### config.mk
export PLATFORM = sky130hd
export DESIGN_NAME = spike_rate_decoder_flat
export DESIGN_NICKNAME = d
export VERILOG_FILES = /design/src/rtl/snn_pkg.sv /design/src/rtl/spike_rate_decoder_if.sv /design/src/rtl/spike_sat_counter.sv /design/src/rtl/spike_rate_decoder.sv /design/src/flat_wrapper.sv
export SDC_FILE = /design/constraint.sdc
export NUM_CORES = 1
export LEC_CHECK = 0
export BUFFER_PORTS_ARGS = -buffer_cell sky130_fd_sc_hd__buf_2
export CELL_PAD_IN_SITES_DETAIL_PLACEMENT = 0
export CELL_PAD_IN_SITES_GLOBAL_PLACEMENT = 1
export CORE_ASPECT_RATIO = 2
export CORE_UTILIZATION = 47
export DETAILED_ROUTE_END_ITERATION = 10
export PLACE_DENSITY_LB_ADDON = 0.1
export SYNTH_ARGS = -nofsm -noshare
export SYNTH_HDL_FRONTEND = slang
export SYNTH_SLANG_ARGS = --single-unit
### constraint.sdc
create_clock -name clk -period 5.1 [get_ports clk]
set_input_delay 0.765 -clock clk [delete_from_list [all_inputs] [get_ports clk]]
set_output_delay 0.765 -clock clk [all_outputs]
set_load 0.1 [all_outputs]
### src/rtl/snn_pkg.sv
// Shared types and default sizes for the spiking-network output decoder.
package snn_pkg;

   localparam int unsigned DEF_N_CH  = 2;
   localparam int unsigned DEF_CNT_W = 8;
   localparam int unsigned DEF_WIN_W = 8;

   typedef enum logic {
      IDLE  = 1'b0,
      COUNT = 1'b1
   } dec_state_e;

   // Width of a channel index; at least one bit even for a single channel.
   function automatic int unsigned idx_width(input int unsigned n);
      return (n > 1) ? int'($clog2(n)) : 1;
   endfunction

endpackage

### src/rtl/spike_rate_decoder_if.sv
// Result handshake bus between the rate decoder and its consumer.
interface spike_rate_decoder_if
   import snn_pkg::*;
#(
   parameter int unsigned N_CH  = DEF_N_CH,
   parameter int unsigned CNT_W = DEF_CNT_W
);

   localparam int unsigned IDX_W = idx_width(N_CH);

   logic                  out_valid;
   logic                  out_ready;
   logic [N_CH*CNT_W-1:0] counts;
   logic [IDX_W-1:0]      winner;
   logic                  tie;
   logic                  sat;
   logic                  drop;

   modport master (
      output out_valid, counts, winner, tie, sat, drop,
      input  out_ready
   );

   modport slave (
      input  out_valid, counts, winner, tie, sat, drop,
      output out_ready
   );

endinterface

### src/rtl/spike_sat_counter.sv
// Per-channel saturating spike counter; exposes the value it will hold after this edge.
module spike_sat_counter
   import snn_pkg::*;
#(
   parameter int unsigned CNT_W = DEF_CNT_W
) (
   input  logic             clk,
   input  logic             rst,
   input  logic             clr,
   input  logic             inc,
   output logic [CNT_W-1:0] count_nxt_c,
   output logic             sat_nxt_c
);

   localparam logic [CNT_W-1:0] CNT_MAX = '1;

   logic [CNT_W-1:0] count_q;

   // Saturating increment: holds at the maximum instead of wrapping.
   always_comb begin
      count_nxt_c = count_q;
      if (inc && (count_q != CNT_MAX)) begin
         count_nxt_c = count_q + CNT_W'(1);
      end
      sat_nxt_c = (count_nxt_c == CNT_MAX);
   end

   // Clear overrides the update so the following window starts from zero.
   always_ff @(posedge clk) begin
      if (rst || clr) begin
         count_q <= '0;
      end else begin
         count_q <= count_nxt_c;
      end
   end

endmodule

### src/rtl/spike_rate_decoder.sv
// Counts spikes per channel over a window and reports the most active channel.
module spike_rate_decoder
   import snn_pkg::*;
#(
   parameter int unsigned N_CH  = DEF_N_CH,
   parameter int unsigned CNT_W = DEF_CNT_W,
   parameter int unsigned WIN_W = DEF_WIN_W
) (
   input  logic                 clk,
   input  logic                 rst,
   input  logic                 en,
   input  logic [N_CH-1:0]      spike_in,
   input  logic [WIN_W-1:0]     win_len,
   spike_rate_decoder_if.master res
);

   localparam int unsigned IDX_W = idx_width(N_CH);

   dec_state_e            state_q;
   dec_state_e            state_d;
   logic [WIN_W-1:0]      win_q;
   logic [WIN_W-1:0]      cyc_q;
   logic                  start_c;
   logic                  last_c;
   logic                  clr_c;
   logic                  hs_c;
   logic                  load_c;

   logic [CNT_W-1:0]      cnt_nxt [N_CH];
   logic [N_CH-1:0]       sat_nxt;
   logic [N_CH*CNT_W-1:0] counts_c;
   logic [CNT_W-1:0]      best_cnt_c;
   logic [IDX_W-1:0]      best_idx_c;
   logic                  tie_c;
   logic                  sat_c;

   logic                  valid_q;
   logic [N_CH*CNT_W-1:0] counts_q;
   logic [IDX_W-1:0]      winner_q;
   logic                  tie_q;
   logic                  sat_q;
   logic                  drop_q;

   assign clr_c  = start_c || last_c;
   assign hs_c   = valid_q && res.out_ready;
   assign load_c = last_c && (!valid_q || res.out_ready);

   for (genvar g = 0; g < N_CH; g++) begin : g_ch
      spike_sat_counter #(.CNT_W(CNT_W)) u_cnt (
         .clk         (clk),
         .rst         (rst),
         .clr         (clr_c),
         .inc         ((state_q == COUNT) && spike_in[g]),
         .count_nxt_c (cnt_nxt[g]),
         .sat_nxt_c   (sat_nxt[g])
      );
   end

   // State register.
   always_ff @(posedge clk) begin
      if (rst) begin
         state_q <= IDLE;
      end else begin
         state_q <= state_d;
      end
   end

   // Next state: en is only looked at in IDLE and on the last sample of a window.
   always_comb begin
      state_d = state_q;
      start_c = 1'b0;
      last_c  = 1'b0;
      case (state_q)
         IDLE: begin
            if (en) begin
               start_c = 1'b1;
               state_d = COUNT;
            end
         end
         COUNT: begin
            if (cyc_q == win_q - WIN_W'(1)) begin
               last_c  = 1'b1;
               start_c = en;
               state_d = en ? COUNT : IDLE;
            end
         end
         default: state_d = IDLE;
      endcase
   end

   // Window length latch (zero means one cycle) and sample counter.
   always_ff @(posedge clk) begin
      if (rst) begin
         win_q <= '0;
         cyc_q <= '0;
      end else if (start_c) begin
         win_q <= (win_len == '0) ? WIN_W'(1) : win_len;
         cyc_q <= '0;
      end else if (state_q == COUNT) begin
         cyc_q <= last_c ? '0 : cyc_q + WIN_W'(1);
      end
   end

   // Winner, tie and saturation over the counts including this cycle's spikes.
   always_comb begin
      counts_c   = '0;
      best_cnt_c = cnt_nxt[0];
      best_idx_c = '0;
      tie_c      = 1'b0;
      sat_c      = |sat_nxt;
      for (int unsigned i = 0; i < N_CH; i++) begin
         counts_c[i*CNT_W +: CNT_W] = cnt_nxt[i];
         if (cnt_nxt[i] > best_cnt_c) begin
            best_cnt_c = cnt_nxt[i];
            best_idx_c = IDX_W'(i);
         end
      end
      for (int unsigned i = 0; i < N_CH; i++) begin
         if ((IDX_W'(i) != best_idx_c) && (cnt_nxt[i] == best_cnt_c)) begin
            tie_c = 1'b1;
         end
      end
   end

   // Result registers: load when free or being consumed, otherwise flag the loss.
   always_ff @(posedge clk) begin
      if (rst) begin
         valid_q  <= 1'b0;
         counts_q <= '0;
         winner_q <= '0;
         tie_q    <= 1'b0;
         sat_q    <= 1'b0;
         drop_q   <= 1'b0;
      end else if (load_c) begin
         valid_q  <= 1'b1;
         counts_q <= counts_c;
         winner_q <= best_idx_c;
         tie_q    <= tie_c;
         sat_q    <= sat_c;
         drop_q   <= 1'b0;
      end else begin
         if (hs_c) begin
            valid_q <= 1'b0;
            drop_q  <= 1'b0;
         end
         if (last_c && valid_q && !res.out_ready) begin
            drop_q <= 1'b1;
         end
      end
   end

   assign res.out_valid = valid_q;
   assign res.counts    = counts_q;
   assign res.winner    = winner_q;
   assign res.tie       = tie_q;
   assign res.sat       = sat_q;
   assign res.drop      = drop_q;

endmodule

### src/flat_wrapper.sv
// flat-port wrapper written by rule: the top's interface ports become plain ports
module spike_rate_decoder_flat import snn_pkg::*;
#(
   parameter int unsigned N_CH  = DEF_N_CH,
   parameter int unsigned CNT_W = DEF_CNT_W,
   parameter int unsigned WIN_W = DEF_WIN_W
)
  (clk, rst, en, spike_in, win_len, res_out_valid, res_counts, res_winner, res_tie, res_sat, res_drop, res_out_ready);
  spike_rate_decoder_if #(.N_CH(N_CH), .CNT_W(CNT_W)) res_i ();
  input  logic clk;
  input  logic rst;
  input  logic en;
  input  logic [N_CH-1:0] spike_in;
  input  logic [WIN_W-1:0] win_len;
  output wire logic [$bits(res_i.out_valid)-1:0] res_out_valid;
  output wire logic [$bits(res_i.counts)-1:0] res_counts;
  output wire logic [$bits(res_i.winner)-1:0] res_winner;
  output wire logic [$bits(res_i.tie)-1:0] res_tie;
  output wire logic [$bits(res_i.sat)-1:0] res_sat;
  output wire logic [$bits(res_i.drop)-1:0] res_drop;
  input wire logic [$bits(res_i.out_ready)-1:0] res_out_ready;
  assign res_out_valid = res_i.out_valid;
  assign res_counts = res_i.counts;
  assign res_winner = res_i.winner;
  assign res_tie = res_i.tie;
  assign res_sat = res_i.sat;
  assign res_drop = res_i.drop;
  assign res_i.out_ready = res_out_ready;
  spike_rate_decoder #(.N_CH(N_CH), .CNT_W(CNT_W), .WIN_W(WIN_W)) u_core (.clk(clk), .rst(rst), .en(en), .spike_in(spike_in), .win_len(win_len), .res(res_i));
endmodule
Word-level counts from Yosys, hierarchy flattened
Cells that the tools add are included.
Widths: inputs -> output; s select.
{"block": "totals", "ff_bits": 54, "output_inout_bits": 21, "elab_cells": 64}
{"block": "op_classes", "add_sub_neg": 4, "n_lt_le_gt_ge": 1, "n_eq_ne": 7, "n_mux": 18, "bitwise_logic": 2, "n_reduce_logical": 21}
{"operator": "$mux 8", "count": 5}
{"operator": "$add 8x1->8 const B", "count": 3}
{"operator": "$eq 8x8->1", "count": 3}
{"operator": "$eq 8x8->1 const B", "count": 2}
{"operator": "$ne 8x8->1 const B", "count": 2}
{"operator": "$mux 1", "count": 11}
{"operator": "$logic_and 1x1->1", "count": 10}
{"operator": "$gt 8x8->1", "count": 1}
{"operator": "$logic_not 8->1", "count": 1}
{"operator": "$sub 8x1->8 const B", "count": 1}
{"operator": "$reduce_or 2->1", "count": 3}
{"operator": "$pmux 1 s2", "count": 2}
{"operator": "$reduce_bool 2->1", "count": 2}
{"operator": "$logic_or 1x1->1", "count": 3}
{"operator": "$logic_not 1->1", "count": 2}
{"operator": "$not 1->1", "count": 2}

Logic depth before layout (Yosys ltp)
{"block": "logic_depth", "depth_word": 9, "ltp_mapped": 11, "ltp_nobuf": 10}

Modules after synthesis
From an unflattened synthesis, not the netlist that was laid out.
{"block": "unflattened", "cells_unflattened": 345, "hier_area_um2": 3032.9}
{"mod": "spike_rate_decoder", "n_inst": 1, "cells_each": 231, "area_each_um2": 2069.5}
{"mod": "spike_sat_counter", "n_inst": 2, "cells_each": 57, "area_each_um2": 481.7}

Worst setup path after synthesis
Ideal clock, no wire load.
{"block": "synth_timing", "kind": "input to register", "start": "in spike_in[1]", "end": "reg u_core.winner_q (netlist: u_core.res.winner)", "setup_time_ns": 0.114, "t_arrival_ns": 2.450, "t_required_ns": 4.986, "slack_ns": 2.536, "stages": 9, "n_path_buf": 0, "path_cell_list": "nand4_1 -> a211oi_2 -> xor2_2 -> ha_1 -> a21o_1 -> a21o_1 -> a21oi_1 -> a2111oi_0 -> a21o_1"}
{"element": "start, declared", "line_no": "flat_wrapper.sv:13", "text": "input logic [N_CH-1:0] spike_in;"}
{"element": "end signal, assigned", "line_no": "spike_rate_decoder.sv:137", "text": "winner_q <= best_idx_c;"}
{"element": "end, declared", "line_no": "spike_rate_decoder.sv:39", "text": "logic [IDX_W-1:0] winner_q;"}

==> metrics list <==
* TritonCTS clock tree: done
- Clock skew on the completed layout was measured at roughly 0.0060 ns.
* Most common cell in the synthesized netlist: dfxtp_1
- Max-slew violation count: 0
- For this block, the via count after detailed routing is 2372.
* Hold-fix buffer count after cts: 0
- For this block, the initial DRC count from the detailed router was 73.
- Post-synthesis cell count: ~320
- Summed over all instances, the cell type with the most area after synthesis is dfxtp_1.
- Post-synthesis cell type count: 52
- Before antenna repair, the detailed router went through 7 iterations.
- CTS built an H-tree with a depth of 2.
* Critical Path Slowest Stage Cell: dfxtp_1
* Port buffer count: 34
- For this run, the number of standard cells in the final layout without fillers is 416.
- Cell type with the highest occurrence count on the critical path: a21o_1
- Biggest area contributors in the synthesized netlist: dfxtp_1 38%, nor2_1 6.7%, xor2_1 5.2%, ha_1 4.4%, mux2i_1 3.9%
* Maximum number of pins on one net before global-route repair: 36
- Number of sinks handled by clock tree synthesis: 54
- When the netlist entered floorplanning its net count stood at between 300 and 400.
* Worst path arrival time: a little over 3 ns
- The top cell type by area accounts for a little under two fifths of the synthesized area.
* Tightest hold margin: ~0.45 ns
- The first global-routing pass estimated ~11 mm of wire.
* Synth cell count leaders: 54 x dfxtp_1, 51 x nor2_1, 28 x nand2_1
- The floorplan has 39 rows.
- In this run the worst hold path is classified as flop to flop.
- After clock tree synthesis, the clock-pin slew on the worst setup and hold paths is 0.07 ns.
- Final critical delay including setup and external delays: roughly 2.9 ns
* Total leakage power: about 1.3 nW
- GPL Wtd Cong: between 0.8 and 0.9
* Overall die width: 57.0 um
- In this run, synthesis produced a sequential element count of 54.
- Longest Clk Path Bufs: 2
- Mean post-synth cell area: slightly below 9 um2
- Count of flip-flops with a built-in enable after synthesis: 0
- Measured along the y axis, the die boundary spans between 100 and 150 um.
* DP Wirelength: 5.36 mm
- After the last flow step, the layout net total stands at 378.
- Measured against its own limit, the worst slew margin works out to between 50% and 60%.
- RSZ-0062 raised after global routing: false
* Initial antenna violation count: 0
- For this run the aggregate overflow at the end of global routing stands at 0.
- Number of instances resized during post-cts repair: 0
- Maximum vdd ir drop: 0.212 mV
- For this run, the share of the core covered by cells in the final layout is roughly 55%.
- Clock network latency to the later pin of the worst-skew pair: around 0.29 ns
- WP data required: around 5.3 ns
- Number of endpoints with negative hold slack in the final report: 0
- Transition at the pin with the smallest max-transition slack: 0.736 ns
- Total chip power: about 0.86 mW
* Placement Cell Area: 0.00304 mm2
- STA classifies the critical path startpoint as a flop.
- After synthesis, flip-flops and latches occupy between 30% and 40% of the total area.
* Count of unresolved DRC violations after routing: 2
* Number of max-cap violations: 0
- After detailed routing, the number of vias per cell comes to 5.70.
- Synthesis-to-layout area growth: 12.1%
* Post-CTS setup-driven buffer insertion count: 0
- WL/cell: about 16 um
* Initial Util: about half
- Die Footprint: around 0.0064 mm2
* Via count of the first global-routing pass: 2443
- The filler cells instantiated in the layout total 582.
* Count of warnings emitted by yosys: 0
* Number of cells in the design after placement: ~410
- Dividing the final minimum period by the clock period gives 56.2%.
- Number of antenna repair diodes: 0
* Core outline area: 0.00576 mm2
* Power density cells: between 200 and 300 mW/mm2
* Critical-path maximum fanout: 15
- Global routing consumed, over all layers together, roughly a quarter of the routing resources.
- Once layout is done, the placed cells without fillers occupy ~0.0032 mm2.
- Static timing analysis puts the maximum clock frequency at 349 MHz.
- For this run, the leading register cell type out of synthesis is dfxtp_1.
- Summed over all failing endpoints, the final setup total negative slack is 0 ns.
- Outcome: finished, violations left
- After synthesis the cells add up to roughly 0.0028 mm2.
- Pin placement for this block handled 35 I/O pins.
- Setup violations remaining at the end of the flow were counted as 0.
- Clock buffers created by TritonCTS: 5
- Delay of the slowest critical-path stage: between 0.7 and 0.8 ns
- Clk root buf: clkbuf_16
* Setup Slack @ Placement: 2.18 ns
* Crit Path Category: flop to flop
- For this run, asynchronously set or reset flops after synthesis account for 0%.
* Cell breakdown of the critical path: nand4_1, a211oi_2, xor2_2, ha_1, a21o_1, a21o_1, a21oi_1, a2111oi_0, a21o_1
- Cells with a size suffix above 1 make up 17.5% of the layout.
* Post-Route WL: between 6 and 7 mm
- Worst path setup slack after routing: around 2.2 ns
- Failing checks: design-rule violations
- The count of nets left with antenna violations once routing finished came out at 0.
* Sort of element at the end of the critical path: flop
[where the power goes]
| part | total (mW) | internal (mW) | switching [mW] |
|---|---|---|---|
| Combinational | 0.0757 | 0.0318 | 0.0439 |
| Clock | 0.342 | 0.195 | 0.147 |
| Sequential | 0.439 | 0.428 | 0.0110 |
| Total | 0.856 | 0.655 | 0.202 |
[cell usage in the layout, fill, tap and decap left out, types with 9 or more instances in the layout]
| master | Yosys | final |
|---|---|---|
| ha_1 | 10 | 10 |
| nor3_1 | 11 | 11 |
| nand2_1 | 28 | 28 |
| dfxtp_1 | 54 | 54 |
| buf_2 | 2 | 34 |
| nand4_1 | 9 | 9 |
| a21oi_1 | 16 | 16 |
| nor2_1 | 51 | 51 |
| nand3_1 | 11 | 11 |
| inv_1 | 11 | 11 |
| xor2_1 | 17 | 17 |
| mux2i_1 | 11 | 11 |
[cells by family after synthesis]
logic type / synth area share (%)
AND/OR/NAND/NOR: 25.1
flip-flops: 38.0
AO/OA/AOI/OAI: 13.2
XOR/XNOR: 9.69
buffers and inverters: 3.26
multiplexers: 6.34
adder cells (fa/ha/maj): 4.40
[state kept, by name (all words and copies together) (netlist names)]
signal,cells
u_core.g_ch.u_cnt.count_q,16
u_core.res.counts,16
u_core.cyc_q,8
u_core.win_q,8
u_core.res.drop,1
u_core.res.out_valid,1
u_core.res.sat,1
u_core.res.tie,1
u_core.res.winner,1
u_core.state_q,1
[critical path: cells and delay by family, from the launching register on]
| family | cells | cell delay (ns) |
|---|---|---|
| DFF | 1 | 0.71 |
| and+or+nand+nor | 1 | 0.33 |
| AOI/OAI and AO/OA | 6 | 1.15 |
| adders and majority gates | 1 | 0.30 |
| xor gates and xnor gates | 1 | 0.28 |
[final timing paths]
check | to | slack (ns) | depth (start not counted) | start
max | u_core.res.winner$_SDFFE_PP0P_ | 2.23 | 9 | u_core.state_q$_SDFF_PP0_
min | u_core.res.counts[14]$_SDFFE_PP0P_ | 0.45 | 2 | u_core.res.counts[14]$_SDFFE_PP0P_
max reg2reg | u_core.res.winner$_SDFFE_PP0P_ | 2.23 | 9 | u_core.state_q$_SDFF_PP0_
min reg2reg | u_core.res.counts[14]$_SDFFE_PP0P_ | 0.45 | 2 | u_core.res.counts[14]$_SDFFE_PP0P_
[layout make-up]
class | instances | area, um2 | area share, %
multi-input combinational | 248 | 1670 | 52.4
sequential | 54 | 1080 | 33.9
timing repair buffer | 34 | 170 | 5.34
clock buffer | 7 | 143 | 4.48
tap | 61 | 76.3 | 2.40
inverter | 11 | 41.3 | 1.30
clock inverter | 1 | 5.00 | 0.157
[routing by layer]
layer | global-route usage [%] | part of all wire, %
met5 | 0 | 0
met4 | 15.8 | 4.9
met3 | 3.37 | 1.7
met2 | 46.6 | 59
met1 | 20.4 | 34
No activity file was read; power rests on OpenSTA's default activity.
